$ cat src/rtl/icache_pkg.sv
// Shared widths, default geometry and FSM state type for the instruction cache.
package icache_pkg;
  localparam int ADDR_W    = 32;
  localparam int INST_W    = 32;
  localparam int DATA_W    = 32;
  localparam int DEF_LINES = 32;
  localparam int DEF_WORDS = 4;

  typedef enum logic [1:0] {
    ST_IDLE,
    ST_LOOKUP,
    ST_REFILL,
    ST_RESPOND
  } state_t;
endpackage

$ cat src/rtl/icache_array.sv
// Direct-mapped storage: data words, tags and valid bits.
// Reads are combinational; writes land on the clock edge; valid bits also clear asynchronously.
module icache_array
  import icache_pkg::*;
#(
  parameter int LINES = DEF_LINES,
  parameter int WORDS = DEF_WORDS,
  parameter int TAG_W = 23
) (
  input  logic                     clk,
  input  logic                     rst,
  input  logic                     clr,
  input  logic [$clog2(LINES)-1:0] rd_idx,
  input  logic [$clog2(WORDS)-1:0] rd_word,
  output logic [DATA_W-1:0]        rd_data,
  output logic [TAG_W-1:0]         rd_tag,
  output logic                     rd_valid,
  input  logic                     wr_en,
  input  logic [$clog2(LINES)-1:0] wr_idx,
  input  logic [$clog2(WORDS)-1:0] wr_word,
  input  logic [DATA_W-1:0]        wr_data,
  input  logic                     tag_we,
  input  logic [TAG_W-1:0]         tag_in,
  input  logic                     valid_set
);
  logic [DATA_W-1:0] data_mem [LINES*WORDS];
  logic [TAG_W-1:0]  tag_mem  [LINES];
  logic [LINES-1:0]  valid;

  assign rd_data  = data_mem[{rd_idx, rd_word}];
  assign rd_tag   = tag_mem[rd_idx];
  assign rd_valid = valid[rd_idx];

  always_ff @(posedge clk) begin
    if (wr_en) data_mem[{wr_idx, wr_word}] <= wr_data;
    if (tag_we) tag_mem[wr_idx] <= tag_in;
  end

  // Flush wins over a refill completing on the same edge.
  always_ff @(posedge clk or posedge rst) begin
    if (rst) valid <= '0;
    else if (clr) valid <= '0;
    else if (valid_set) valid[wr_idx] <= 1'b1;
  end
endmodule

$ cat src/rtl/icache.sv
// Direct-mapped, read-only instruction cache with word-at-a-time line refill.
module icache
  import icache_pkg::*;
#(
  parameter int LINES = DEF_LINES,
  parameter int WORDS = DEF_WORDS
) (
  input  logic              clk,
  input  logic              rst,
  input  logic [1:0]        rw_flag,
  input  logic [ADDR_W-1:0] addr,
  input  logic [DATA_W-1:0] write_data,
  input  logic [3:0]        write_mask,
  output logic [INST_W-1:0] read_data,
  output logic              busy,
  output logic              done,
  input  logic              flush,
  output logic              mem_req,
  output logic [ADDR_W-1:0] mem_addr,
  input  logic [31:0]       mem_rdata,
  input  logic              mem_done
);
  localparam int WRD_W = $clog2(WORDS);
  localparam int IDX_W = $clog2(LINES);
  localparam int TAG_W = ADDR_W - 2 - WRD_W - IDX_W;

  state_t            state, state_nx;
  logic [ADDR_W-1:0] req_addr;
  logic [WRD_W-1:0]  cnt;
  logic              flushed;
  logic              refill_we, last_word, load;
  logic [DATA_W-1:0] rd_data;
  logic [TAG_W-1:0]  rd_tag;
  logic              rd_valid, hit;
  logic [WRD_W-1:0]  req_word;
  logic [IDX_W-1:0]  req_idx;
  logic [TAG_W-1:0]  req_tag;
  logic              unused;

  assign req_word = req_addr[WRD_W+1:2];
  assign req_idx  = req_addr[WRD_W+IDX_W+1:WRD_W+2];
  assign req_tag  = req_addr[ADDR_W-1:ADDR_W-TAG_W];
  assign hit      = rd_valid && (rd_tag == req_tag);
  assign load     = rw_flag[0] && !busy;
  assign mem_addr = {req_addr[ADDR_W-1:WRD_W+2], cnt, 2'b00};
  assign unused   = ^{write_data, write_mask, req_addr[1:0]};

  icache_array #(.LINES(LINES), .WORDS(WORDS), .TAG_W(TAG_W)) u_array (
    .clk      (clk),
    .rst      (rst),
    .clr      (flush),
    .rd_idx   (req_idx),
    .rd_word  (req_word),
    .rd_data  (rd_data),
    .rd_tag   (rd_tag),
    .rd_valid (rd_valid),
    .wr_en    (refill_we),
    .wr_idx   (req_idx),
    .wr_word  (cnt),
    .wr_data  (mem_rdata),
    .tag_we   (last_word),
    .tag_in   (req_tag),
    .valid_set(last_word && !flushed)
  );

  always_comb begin
    state_nx  = state;
    busy      = 1'b0;
    done      = 1'b0;
    mem_req   = 1'b0;
    read_data = '0;
    refill_we = 1'b0;
    last_word = 1'b0;
    case (state)
      ST_IDLE: if (rw_flag[0]) state_nx = ST_LOOKUP;
      ST_LOOKUP: begin
        if (hit) begin
          done      = 1'b1;
          read_data = rd_data;
          state_nx  = rw_flag[0] ? ST_LOOKUP : ST_IDLE;
        end else begin
          busy     = 1'b1;
          state_nx = ST_REFILL;
        end
      end
      ST_REFILL: begin
        busy    = 1'b1;
        mem_req = 1'b1;
        if (mem_done) begin
          refill_we = 1'b1;
          if (cnt == WRD_W'(WORDS - 1)) begin
            last_word = 1'b1;
            state_nx  = ST_RESPOND;
          end
        end
      end
      ST_RESPOND: begin
        done      = 1'b1;
        read_data = rd_data;
        state_nx  = rw_flag[0] ? ST_LOOKUP : ST_IDLE;
      end
      default: state_nx = ST_IDLE;
    endcase
  end

  // Word counter wraps to zero as the last word lands; flushed remembers a flush seen mid-refill.
  always_ff @(posedge clk or posedge rst) begin
    if (rst) begin
      state   <= ST_IDLE;
      cnt     <= '0;
      flushed <= 1'b0;
    end else begin
      state <= state_nx;
      if (state != ST_REFILL) begin
        cnt     <= '0;
        flushed <= 1'b0;
      end else begin
        if (mem_done) cnt <= cnt + 1'b1;
        if (flush) flushed <= 1'b1;
      end
    end
  end

  always_ff @(posedge clk) begin
    if (load) req_addr <= addr;
  end
endmodule

$ cat config.mk
export PLATFORM = sky130hd
export DESIGN_NAME = icache
export DESIGN_NICKNAME = d
export VERILOG_FILES = /design/src/rtl/icache_pkg.sv /design/src/rtl/icache_array.sv /design/src/rtl/icache.sv
export SDC_FILE = /design/constraint.sdc
export NUM_CORES = 2
export LEC_CHECK = 0
export ABC_CLOCK_PERIOD_IN_PS = 7480
export BUFFER_PORTS_ARGS = -buffer_cell sky130_fd_sc_hd__buf_2
export CORE_UTILIZATION = 57
export DETAILED_ROUTE_END_ITERATION = 10
export GPL_TIMING_DRIVEN = 1
export PLACE_DENSITY = 0.76
export SETUP_SLACK_MARGIN = 0.1
export SLEW_MARGIN = 20
export SYNTH_ARGS = -nofsm -noshare
export SYNTH_HDL_FRONTEND = slang
export SYNTH_HIERARCHICAL = 1
export SYNTH_MEMORY_MAX_BITS = 65536
export SYNTH_SLANG_ARGS = --single-unit
$ cat constraint.sdc
create_clock -name clk -period 7.48 [get_ports clk]
set_input_delay 0.748 -clock clk [delete_from_list [all_inputs] [get_ports clk]]
set_output_delay 0.748 -clock clk [all_outputs]
set_load 0.02 [all_outputs]
==> results <==
- The flow ran to the end, and the final reports show no timing, DRC or antenna violations.
- Once layout is done, the placed cells without fillers occupy 211000 um2.
- The number of failing setup endpoints in the final timing report is 0.
- The part of the power in the clock network is 34.7%.
- Setup repair after global routing left no endpoint under its margin.
- The master of the slowest instance on the critical path is sky130_fd_sc_hd__buf_4.
- In this run the critical register-to-register path is captured at req_addr[26]$_DFFE_PP_.
- STA puts the critical path data arrival time at 6.29 ns.
- The share of final-layout standard cells stronger than drive strength 1 is 35.4%.
- The number of max-slew violations in the final report is 0.
- The number of antenna violations at the first check in global routing is 61.
- The most common cell after layout, fill and taps aside is sky130_fd_sc_hd__edfxtp_1.
- The final layout net count is 8042.
- The required time of the critical path is 6.73 ns.
- The register-to-register setup slack is 1.48 ns.
- The number of maximum-capacitance constraint violations is 0.
- TritonCTS built the clock tree.
- Relative to the synthesized area, the layout overhead comes to 12.4%.
- In this run the cell area measured after placement is 196000 um2.
- The H-tree was split into 5 levels.
- The routed layout has 88.0k vias.
- The sequential share of power is 47.5%.
- The worst path buffer plus inverter count is 5.
- From bottom edge to top edge, the die measures 575 um.
- The number of core rows is 210.
- The number of enable-type register cells in the synthesized netlist is 4862.
- The global-route usage over all layers is 29.3%.
- In this run, synthesis produced a sequential element count of 4899.
- The worst setup path is captured at a primary output.
- The cell area that synthesis handed to floorplanning was 187000 um2.
- Counting instances, the worst hold path has a depth of 1.
- The clock period minus worst slack is 7.04 ns.
- The cell type with the highest occurrence count on the critical path is sky130_fd_sc_hd__buf_4.
- The worst-path maximum fanout is 65.
- The min-delay analysis places its worst path in the category in2reg.
- The die covers 331000 um2.
- Net switching is 25.9% of the power.
- The initial standard-cell utilization of the core is 57.3%.
- In the synthesized netlist, the number of instances is 7418.
- The achievable clock frequency is 142 MHz.
- The delay of the slowest cell on the worst path is 0.72 ns.
- The switching component of the power is 0.0167 W.
- The maximum resistive drop on vdd is 0.223 mV.
- The combinational cell fraction of total power is 17.8%.
- The count of unique library cells instantiated by Yosys is 40.
- The worst hold path begins at addr[3].
- In the routed layout, each cell is associated on average with a via count of 6.93.
- Dividing the final minimum period by the clock period gives 94.1%.
- The routed wire length is 483000 um.
- No sink is reached through more buffers than the 4 on the longest clock path.
- The congestion estimate from routability-driven global placement came to 0.822.
- The clock-pin transition on the worst setup and hold timing paths is 0.06 ns.
- A synthesized cell averages 25.3 um2.
- Once the clock tree was built, the resizer swapped 0 gates to a different size.
- The remaining antenna violation count after routing is 0.
- 173 I/O pins were placed.
- The first global-routing pass estimated 678000 um of wire.
- The top cell types in the final layout, fill and taps aside, are sky130_fd_sc_hd__edfxtp_1 (4862), sky130_fd_sc_hd__mux4_2 (1584), sky130_fd_sc_hd__clkbuf_16 (457).
- The via count of the first global-routing pass came to 90.3k.
- The analysis attributes to cell leakage a power of 64.7 nW.
- For this run, the register share of the synthesized area comes to 78.4%.
- The TritonCTS buffer count is 452.
- STA classifies the critical path startpoint as a register.
- The normalized max-slew margin is 19.0%.
- Of all flip-flops after synthesis, the portion carrying an async set or reset was 0.755%.
- The startpoint of the most critical register-to-register path is req_addr[4]$_DFFE_PP_.
- The maximum number of pins on one net before global-route repair is 133.
- The clock latency of the later-clocked register in the worst-skew pair is 1.00 ns.
- The end of the worst hold path is req_addr[3]$_DFFE_PP_.
- CTS saw 4899 sinks.
- The total core area is 327000 um2.
- The areal power density over the cells is 306 nW/um2.
- Walking the worst path, the cells encountered are buf_12 -> buf_4 -> mux4_2 -> mux4_2 -> mux2_2 -> xor2_1 -> nor4_1 -> buf_4 -> nand2_2 -> buf_4 -> o31ai_1 -> buf_2.
- In the routed design, unresolved DRC markers number 0.
- The total internal power is 0.0478 W.
- Among all flip-flop cells after synthesis, the most frequent one is sky130_fd_sc_hd__edfxtp_1.
- The die width is 575 um.
- The tree is rooted in a sky130_fd_sc_hd__clkbuf_16.
- The hold violation total from the final report is 0.
- The final total negative setup slack is 0 ns.
- The detailed router finished its first iteration with 13.1k violations.
- The first-pass iteration count of the detailed router is 6.
- The total congestion overflow after global routing is 0.
- At the pin with the least slew margin, the transition time is 1.21 ns.
- The number of cells traversed by the worst register-to-register path is 12.
- On the final layout, the worst clock skew is 0.0979 ns.
- The critical path class is reg2out.
- On the critical path the largest part of the delay comes from buffers and inverters.
- Yosys printed 6 warnings.
- The HPWL after detailed placement is 245000 um.
- The count of input and output buffers is 131.
- The number of buffers inserted by post-CTS setup repair is 0.
- The average wire length per cell after detail routing is 38.0 um.
## layout make-up
| class | instances | area, um2 |
|---|---|---|
| diodes | 45 | 113 |
| well taps | 4346 | 5440 |
| fillers | 19405 | 116000 |
| clock inverters | 275 | 2330 |
| repair buffers | 488 | 4100 |
| inverters | 5 | 18.8 |
| flip-flops and latches | 4899 | 147000 |
| multi-input cells | 2084 | 39900 |
| clock buffers | 555 | 11800 |
## stage by stage
step / hold slack [ns] / util [%] / cells / setup slack (ns) / power (W)
after global placement: 0.471 / 59.9 / 11784 / 1.61 / 0.0421
after detailed placement: 0.484 / 59.9 / 11788 / 1.50 / 0.0423
after CTS: 0.0169 / 64.3 / 12648 / 0.378 / 0.0646
after global routing: 0.0349 / 64.4 / 12685 / 0.126 / 0.0660
after floorplan: 0.457 / - / 7419 / 0.131 / 0.0384
final: 0.0559 / 64.4 / 12697 / 0.441 / 0.0645
## metal layers
metal	global-route usage [%]	wire length (um)	up-vias	part of all wire [%]
met1	38.1	164000	46931	34
li1	-	-	33327	-
met2	47.8	239000	6602	49
met5	0	138	-	0.029
met3	6.88	55800	1157	12
met4	12.9	24200	20	5.0
## sequential cells by signal (all words and copies together), names as in the netlist, named ones only
register / cells
u_array/tag_mem: 736
req_addr: 30
flushed: 1
cnt: 2
u_array/data_mem: 4096
u_array/valid: 32
state: 1
## cell usage after synthesis (all sizes together) (10+ instances only)
library cell | n | share of area [%]
buf | 183 | 0.51
o31ai | 33 | 0.22
edfxtp | 4862 | 78
nand2 | 81 | 0.16
clkbuf | 248 | 0.50
nand3 | 12 | 0.032
mux2 | 57 | 0.34
nor2b | 10 | 0.033
dfrtp | 37 | 0.49
mux4 | 1584 | 19
a21oi | 32 | 0.085
nor2 | 204 | 0.41
xnor2 | 15 | 0.070
## power groups by stage
stage	registers (W)	clock network (W)	logic, W
after global placement	0.0313	0	0.0108
after global routing	0.0307	0.0235	0.0118
final	0.0307	0.0224	0.0115
after detailed placement	0.0313	0	0.0111
after CTS	0.0307	0.0226	0.0113
after floorplan	0.0313	0	0.00704
## cell families (layout without fill, tap and decap cells)
group	Yosys count	after routing	share of synthesized area, %
flip-flops	4899	4899	78.4
multiplexers	1642	1642	19.4
buffers and inverters	436	1323	1.02
AND/OR/NAND/NOR	335	335	0.726
AO/OA/AOI/OAI	75	75	0.348
XOR/XNOR	24	24	0.112
adder cells (fa/ha/maj)	6	6	0.0400
other	1	47	0.00200
## timing repair
item,4_1_cts,5_1_grt
hold buffers,30,0
hold endpoints to repair,34,0
setup endpoints to repair,0,0
## worst max-delay path by stage
stage,from,endpoint,slack (ns),depth (start not counted)
after floorplan,req_addr[4]$_DFFE_PP_,req_addr[10]$_DFFE_PP_,0.13,11
after global placement,req_addr[4]$_DFFE_PP_,read_data[4],1.61,12
after detailed placement,req_addr[4]$_DFFE_PP_,read_data[5],1.50,12
after CTS,req_addr[4]$_DFFE_PP_,read_data[5],0.38,12
after global routing,req_addr[4]$_DFFE_PP_,read_data[5],0.13,12
final,req_addr[4]$_DFFE_PP_,read_data[5],0.44,12
(Power assumes the default switching activity.)
